File: config.mk
export PLATFORM = sky130hd
export DESIGN_NAME = can_reg_read_port
export DESIGN_NICKNAME = d
export VERILOG_FILES = /design/src/rtl/can_reg_read_port.sv
export SDC_FILE = /design/constraint.sdc
export NUM_CORES = 1
export LEC_CHECK = 0
export CAP_MARGIN = 30
export CORE_ASPECT_RATIO = 0.5
export CORE_MARGIN = 2
export CORE_UTILIZATION = 35
export CTS_CLUSTER_SIZE = 25
export DETAILED_ROUTE_END_ITERATION = 8
export PLACE_DENSITY_LB_ADDON = 0.05
export SLEW_MARGIN = 20
export SYNTH_ARGS = -nofsm -noshare
export SYNTH_HDL_FRONTEND = slang
export SYNTH_SLANG_ARGS = --single-unit
export TNS_END_PERCENT = 50
File: constraint.sdc
create_clock -name clk -period 3.1 [get_ports clk]
set_input_delay 0.775 -clock clk [delete_from_list [all_inputs] [get_ports clk]]
set_output_delay 0.775 -clock clk [all_outputs]
set_load 0.02 [all_outputs]
File: src/rtl/can_reg_read_port.sv
// rtl/can_reg_read_port.sv - host read engine for the CAN register bank with clear-on-read pulse
module can_reg_read_port #(
  parameter int              WIDTH     = 8,
  parameter int              NUM_REGS  = 32,
  parameter int              ADDR_W    = 8,
  parameter int              IR_ADDR   = 3,
  parameter logic [WIDTH-1:0] OOR_VALUE = WIDTH'(8'hFF),
  parameter int              U_DLY     = 1
) (
  input  logic                      clk,
  input  logic                      rst,
  input  logic                      cs,
  input  logic                      rd,
  input  logic [ADDR_W-1:0]         addr,
  input  logic [NUM_REGS*WIDTH-1:0] reg_bus,
  output logic [WIDTH-1:0]          data_out,
  output logic                      rd_ack,
  output logic                      ir_clr,
  output logic                      rd_err
);

  typedef enum logic [1:0] {
    IDLE  = 2'd0,
    LATCH = 2'd1,
    HOLD  = 2'd2
  } state_t;

  state_t state;
  logic   req;
  logic   req_d;
  logic   start;
  logic   in_range;
  logic   ir_hit;
  logic [WIDTH-1:0] sel_data;

  // Registered assignments are zero-delay here; the delay parameter is kept for
  // drop-in compatibility with the write-side register cells.
  logic unused_dly;
  assign unused_dly = |U_DLY;

  assign req   = cs & rd;
  assign start = req & ~req_d;

  // No address wrap: anything at or beyond NUM_REGS is out of range.
  assign in_range = (32'(addr) < NUM_REGS);
  assign ir_hit   = (32'(addr) == IR_ADDR) && (IR_ADDR < NUM_REGS);

  // Register selection mux over the flattened bus; OOR_VALUE when no slice matches.
  always_comb begin
    sel_data = OOR_VALUE;
    for (int k = 0; k < NUM_REGS; k++) begin
      if (32'(addr) == k) begin
        sel_data = reg_bus[k*WIDTH +: WIDTH];
      end
    end
  end

  // Request edge tracking and read FSM with registered outputs.
  always_ff @(posedge clk) begin
    if (rst) begin
      state    <= IDLE;
      req_d    <= 1'b0;
      data_out <= '0;
      rd_ack   <= 1'b0;
      ir_clr   <= 1'b0;
      rd_err   <= 1'b0;
    end else begin
      req_d <= req;
      case (state)
        IDLE: begin
          ir_clr <= 1'b0;
          if (start) begin
            state <= LATCH;
          end
        end
        LATCH: begin
          // Completes even if the request already dropped, so the host always
          // sees at least one cycle of rd_ack per accepted start.
          data_out <= sel_data;
          rd_err   <= ~in_range;
          rd_ack   <= 1'b1;
          ir_clr   <= ir_hit;
          state    <= HOLD;
        end
        HOLD: begin
          // data_out stays frozen here; later reg_bus changes are not tracked.
          ir_clr <= 1'b0;
          if (!req) begin
            rd_ack <= 1'b0;
            rd_err <= 1'b0;
            state  <= IDLE;
          end
        end
        default: begin
          state <= IDLE;
        end
      endcase
    end
  end

endmodule

==> run_results.csv, run 1 <==
group,metric,value,unit
placement,dp.cells,926,
global_route,grt_pass1_wl,29600,um
synthesis,netlist_instances,510,
synthesis,synth_flop_cell,"dfxtp_1",
timing,hold_viol_final,0,
worst_setup_path,startpoint_type,"input port",
placement,placed_area,6790,um2
synthesis,yosysSeqAreaShare,7.56,%
pwr,power_density,180,nW/um2
global_route,grt_start_max_net_pins,72,
timing,worst_pin_slew,0.555,ns
final_layout,diodes,0,
worst_setup_path,crit_type,"input port to register",
placement,dp_hpwl,16000,um
worst_setup_path,cp_data_required_time,3.23,ns
placement,gp_congestion,0.970,
floorplanning,design.die.area,11500,um2
drt,viasPerCell,6.01,
placement,portBuffers,278,
synthesis,syn-num-nets,778,
status,status,"finished clean",
timing,max_freq,0.342,GHz
synthesis,yosys-top-cells-area,"mux2i_1 (9.5%), dfxtp_1 (7.6%), mux4_2 (6.7%)",
synthesis,syn_area,3710,um2
timing,period_share,94.4,%
global_route,first_global_vias,5583,
synthesis,synthAdderAreaFrac,0,%
hold_path,min_path_type,"register to register",
floorplanning,die_y,76.8,um
final_layout,drive_gt1_share,12.3,%
timing,fin_crit,2.93,ns
clocking,ctsHoldBuffers,0,
synthesis,yosysTopAreaCell,"mux2i_1",
clocking,clock-root-buffer,"clkbuf_16",
clocking,cts_buffer_depth,2,
synthesis,synth_mux_area_share,20.7,%
hold_path,holdCritStartpoint,"req_d",
synthesis,async_reset_ff_share,0,%
drt,avgRoutedWirePerCell,20.9,um
worst_setup_path,endpoint_kind,"register",
final_layout,area_delta_synth_final,85.8,%
worst_setup_path,max_stage_delay,0.73,ns
worst_setup_path,crit_chain,"clkdlybuf4s50_1, or4b_1, nor2_2, a22oi_1, o21a_1, a211oi_2, o21ai_1",
floorplanning,core_area,10200,um2
global_route,grt_overflow,0,
synthesis,synth_edf_count,0,
global_route,antenna_found_initial,1,
hold_path,holdPathStages,1,
global_route,grt_util_all_layers,32.6,%
pwr,seq_power_share,15.8,%
drt,drtIter0Drc,504,
timing,fin_skew,0.00719,ns
pwr,max-vdd-ir-drop,0.235,mV
clocking,clk_pin_slew,0.05,ns
drt,drc,0,
drt,wl,19500,um
final_layout,final_nets,1059,
timing,tns,0,ns
worst_setup_path,cp_slowest_cell,"or4b_1",
pwr,combPwrFrac,62.2,%
timing,maxSlewViolCount,0,
pwr,power_frac_clock,22.0,%
drt,dr.pass1.iters,6,
floorplanning,ios,279,
drt,antenna_left,0,
worst_setup_path,r2r_slack,1.30,ns
hold_path,hold_end,"state[0]",
pwr,p_leak,2.46,nW
floorplanning,die_w,150,um
final_layout,post-route-util,67.2,%
worst_setup_path,rr_startpoint,"state[0]",
pwr,internal_power,0.853,mW
clocking,clock_latency,0.24,ns
final_layout,final_area,6880,um2
timing,rsz0062_at_grt,"no",
final_layout,seqCellArea,280,um2
synthesis,yosys.area_share.simple,24.5,%
synthesis,synth_warnings,0,
worst_setup_path,cp-startpoint,"addr[7]",
clocking,cts_buffers,3,
synthesis,synth_top_area_share,9.45,%
floorplanning,rows,26,
flow_run,maxCapViolCount,0,
pwr,power.share.switching,31.3,%
final_layout,fill_cells,937,
drt,via_count,5586,
worst_setup_path,reg2reg_depth,6,
pwr,power_switching,0.388,mW
synthesis,ys_ff_latch,14,
synthesis,synth_top_family_by_area,"compound AO/OA/AOI/OAI gates",
timing,relSlewSlack,62.7,%
timing,finalSetupViolCount,0,
worst_setup_path,reg2reg_to,"data_out[1]",
final_layout,multi_input_area,3150,um2
clocking,htree_num_levels,1,
worst_setup_path,crit_path_max_fanout,8,
worst_setup_path,crit_arrival,3.06,ns
final_layout,stdcell_count,930,
synthesis,synthXorXnorAreaFrac,0.236,%
synthesis,avgSynthCellArea,7.27,um2
floorplanning,start_util,36.2,%
clocking,cts.sinks,14,
clocking,tritoncts,"built",
synthesis,ys_types,73,
synthesis,synth_compound_area_share,39.4,%
==> synthesized netlist by cell type (all sizes together) (7+ instances only) <==
library cell,number
a211oi,14
a21oi,32
a221oi,8
a22oi,8
a2bb2oi,11
a31oi,8
buf,32
clkbuf,18
dfxtp,14
mux2,15
mux2i,35
mux4,11
nand2,43
nand2b,11
nand3,15
nor2,41
nor2b,13
nor3,18
nor4,7
o211ai,7
o21ai,37
o221ai,7
o22ai,12
o31ai,7
==> through the flow <==
stage / total power [mW] / setup WS [ns] / hold slack, ns
after detailed placement: 0.959 / -0.0425 / 0.393
final: 1.24 / 0.172 / 0.388
after floorplan: 0.490 / 0.645 / 0.374
after CTS: 1.23 / 0.219 / 0.394
after global routing: 1.30 / 0.0485 / 0.416
after global placement: 0.954 / 0.0312 / 0.381
==> area by class of cell <==
| type | instances | area share [%] |
|---|---|---|
| Sequential cell | 14 | 4.07 |
| Multi-Input combinational cell | 440 | 45.7 |
| Tap cell | 140 | 2.54 |
| Inverter | 6 | 0.327 |
| Timing Repair Buffer | 326 | 46.1 |
| Clock buffer | 4 | 1.29 |
==> sequential cells by signal (all words and copies together), names as in the netlist <==
| signal | count |
|---|---|
| rd_ack | 1 |
| state | 2 |
| req_d | 1 |
| rd_err | 1 |
| ir_clr | 1 |
| data_out | 8 |
==> logic make-up after synthesis <==
group           Yosys count
simple gates            174
compound gates          204
mux                      61
buf+inv                  56
flops                    14
xor+xnor                  1
==> critical path, delay by kind of cell <==
family | cells | cell delay (ns)
compound gates | 4 | 0.68
buf+inv | 1 | 0.51
simple gates | 2 | 1.10
==> cells in the final DEF (no fill, tap or decap), types with 10 or more instances in the layout <==
cell type and n:
a211oi_1 13, a21oi_1 31, a2bb2oi_1 11, buf_4 47, clkdlybuf4s50_1 275, dfxtp_1 14
mux2_2 14, mux2i_1 35, mux4_2 11, nand2_1 40, nand2b_1 10, nand3_1 15
nor2_1 40, nor2b_1 13, nor3_1 16, o21ai_0 31, o22ai_1 12
==> worst max-delay path by stage <==
stage,to,slack (ns),cells after the start
floorplan,data_out[6],0.64,7
global placement,data_out[3],0.03,7
detailed placement,data_out[3],-0.04,10
CTS,data_out[3],0.22,10
global route,data_out[4],0.05,7
finish,data_out[4],0.17,7
==> power by group through the flow <==
stage	registers (mW)	clock network [mW]	logic, mW
floorplan	0.205	0	0.284
global placement	0.199	0	0.755
detailed placement	0.199	0	0.760
CTS	0.196	0.275	0.763
global route	0.196	0.287	0.818
finish	0.196	0.273	0.771
==> timing repair <==
item	4_1_cts	5_1_grt
endpoints found under the setup margin	0	1
gates resized for setup	0	1
buffers inserted	0	0
hold endpoints to repair	0	0
==> metal layers <==
layer	vias up	GRT usage (%)	routed length [um]
met3	26	6.55	2160
met4	2	6.57	248
li1	2590	-	-
met5	-	0	13
met1	2636	44.4	8190
met2	332	53.2	8870
(Power assumes the default switching activity.)
==> inputs of run 2 (changes only) <==
--- a/config.mk
+++ b/config.mk
@@ -8,7 +8,8 @@
 export CAP_MARGIN = 30
 export CORE_ASPECT_RATIO = 0.5
 export CORE_MARGIN = 2
-export CORE_UTILIZATION = 35
+export CORE_UTILIZATION = 36
+export CTS_BUF_LIST = sky130_fd_sc_hd__clkbuf_8
 export CTS_CLUSTER_SIZE = 25
 export DETAILED_ROUTE_END_ITERATION = 8
 export PLACE_DENSITY_LB_ADDON = 0.05
==> run_results.csv, run 2 (synthesis gave the netlist of run 1 again) <==
group,metric,value,unit
status,status,"finished clean",
pwr,p_leak,2.52,nW
drt,met3WireLength,2150,um
floorplanning,die_w,147,um
timing,relSlewSlack,48.0,%
clocking,cts_buffer_depth,2,
drt,wl,19600,um
floorplanning,design.die.area,11200,um2
final_layout,largest_reg_flops,8,
timing,maxSlewViolCount,0,
drt,dr.max_layer_used,"met4",
worst_setup_path,crit_arrival,3.10,ns
floorplanning,ios,279,
drt,drc,0,
worst_setup_path,endpoint_kind,"register",
final_layout,top_regs,"data_out (8), state (2)",
worst_setup_path,cp_slowest_cell,"or4_4",
floorplanning,core_area,10100,um2
floorplanning,rows,26,
placement,gp_congestion,0.947,
global_route,grt_start_max_net_pins,39,
timing,period_share,96.1,%
global_route,grt_util_all_layers,33.0,%
timing,fin_crit,2.98,ns
flow_run,maxCapViolCount,0,
worst_setup_path,crit_chain,"clkdlybuf4s50_1, or4_4, buf_12, a2111oi_4, a21oi_1, o21a_1, a211oi_4, o21ai_1",
timing,worst_pin_slew,0.760,ns
worst_setup_path,crit_type,"input port to register",
final_layout,drive_gt1_share,13.5,%
clocking,cts_buffers,3,
global_route,grt_pass1_wl,28400,um
clocking,clock_latency,0.24,ns
worst_setup_path,rr_startpoint,"state[1]",
clocking,tritoncts,"built",
worst_setup_path,startpoint_type,"input port",
drt,via_count,5674,
clocking,htree_num_levels,1,
global_route,antenna_found_initial,0,
final_layout,area_delta_synth_final,88.8,%
hold_path,holdCritStartpoint,"req_d",
timing,finalSetupViolCount,0,
drt,route.met2.wl,8850,um
timing,hold_slack,0.396,ns
worst_setup_path,max_stage_delay,0.61,ns
placement,dp_hpwl,16200,um
drt,avgRoutedWirePerCell,20.8,um
timing,hold_viol_final,0,
drt,drt-met1-wl,8340,um
timing,fin_skew,0.00261,ns
pwr,power_density,166,nW/um2
timing,max_freq,0.336,GHz
drt,dr.pass1.iters,6,
placement,dp.cells,938,
worst_setup_path,cp-startpoint,"addr[7]",
clocking,clock-root-buffer,"clkbuf_8",
hold_path,min_path_type,"register to register",
final_layout,fill_cells,884,
placement,portBuffers,278,
drt,drtIter0Drc,510,
final_layout,stdcell_count,942,
global_route,first_global_vias,5253,
timing,rsz0062_at_grt,"no",
drt,viasPerCell,6.02,
floorplanning,die_y,75.7,um
global_route,grt_overflow,0,
clocking,clk_pin_slew,0.06,ns
drt,antenna_left,0,
final_layout,regMostFlops,"data_out",
floorplanning,start_util,36.6,%
pwr,max-vdd-ir-drop,0.126,mV
final_layout,diodes,0,
final_layout,final_cell_mix,"clkdlybuf4s50_1 (275), buf_4 (55), nor2_1 (40), nand2_1 (40), mux2i_1 (35)",
worst_setup_path,crit_path_max_fanout,10,
clocking,postCtsSetupRepairBufs,0,
final_layout,final_common_cell,"clkdlybuf4s50_1",
final_layout,final_nets,1071,
clocking,cts.sinks,14,
worst_setup_path,cp_data_required_time,3.23,ns
[run 2: cell count changes in the layout (fill, tap and decap cells not counted), sizes merged]
cell | before | now
buf | 51 | 63
[run 2: report_power, final]
part	switching, mW	internal, mW	leakage [nW]	total [mW]
sequential	0.00658	0.188	0.114	0.195
combinational	0.308	0.481	2.38	0.789
clock	0.0682	0.112	0.0288	0.181
[run 2: per-layer routing]
layer  GRT usage [%]  up-vias
met4            5.34        0
met3            7.49       32
li1                -     2607
met2            55.7      357
met5               0        -
met1            44.6     2678
[run 2: worst max-delay path: cells and delay by family]
kind / cells / cell delay (ns)
buffers and inverters: 2 / 0.65
AND/OR/NAND/NOR: 1 / 0.61
AO/OA/AOI/OAI: 5 / 1.06
[run 2: through the flow]
step / util [%] / cell area (um2) / worst slack [ns] / setup TNS, ns / total power, mW
after CTS: 69.1 / 6990 / 0.166 / 0 / 1.15
after global routing: 69.1 / 7000 / 0.0461 / 0 / 1.22
final: 69.1 / 7000 / 0.122 / 0 / 1.16
after global placement: 68.5 / 6930 / -0.0615 / -0.0957 / 0.966
after floorplan: - / 3710 / 0.645 / 0 / 0.490
after detailed placement: 68.5 / 6930 / -0.0619 / -0.121 / 0.973
[run 2: layout make-up]
cell class                      instances  area, um2  area share (%)
Timing Repair Buffer                  338       3310            47.3
Multi-Input combinational cell        440       3150            45.1
Sequential cell                        14        280            4.01
Tap cell                              140        175            2.50
Clock buffer                            4       55.1           0.787
Inverter                                6       22.5           0.322
[run 2: timing repair]
item,CTS,global route
resized for setup,0,1
setup endpoints to repair,0,1
hold buffers,0,0
[run 2: path summary, 6_finish.rpt]
path,end,slack [ns],depth (start not counted)
max,data_out[4],0.12,8
min,state[0],0.40,1
max reg2reg,data_out[4],1.30,8
min reg2reg,state[0],0.40,1
==> inputs of run 3 (changes only) <==
--- a/config.mk
+++ b/config.mk
@@ -5,7 +5,7 @@
 export SDC_FILE = /design/constraint.sdc
 export NUM_CORES = 1
 export LEC_CHECK = 0
-export CAP_MARGIN = 30
+export CAP_MARGIN = 10
 export CORE_ASPECT_RATIO = 0.5
 export CORE_MARGIN = 2
 export CORE_UTILIZATION = 36
==> results of run 3 <==
The final DEF is identical to that of run 2; final timing and power are the same.
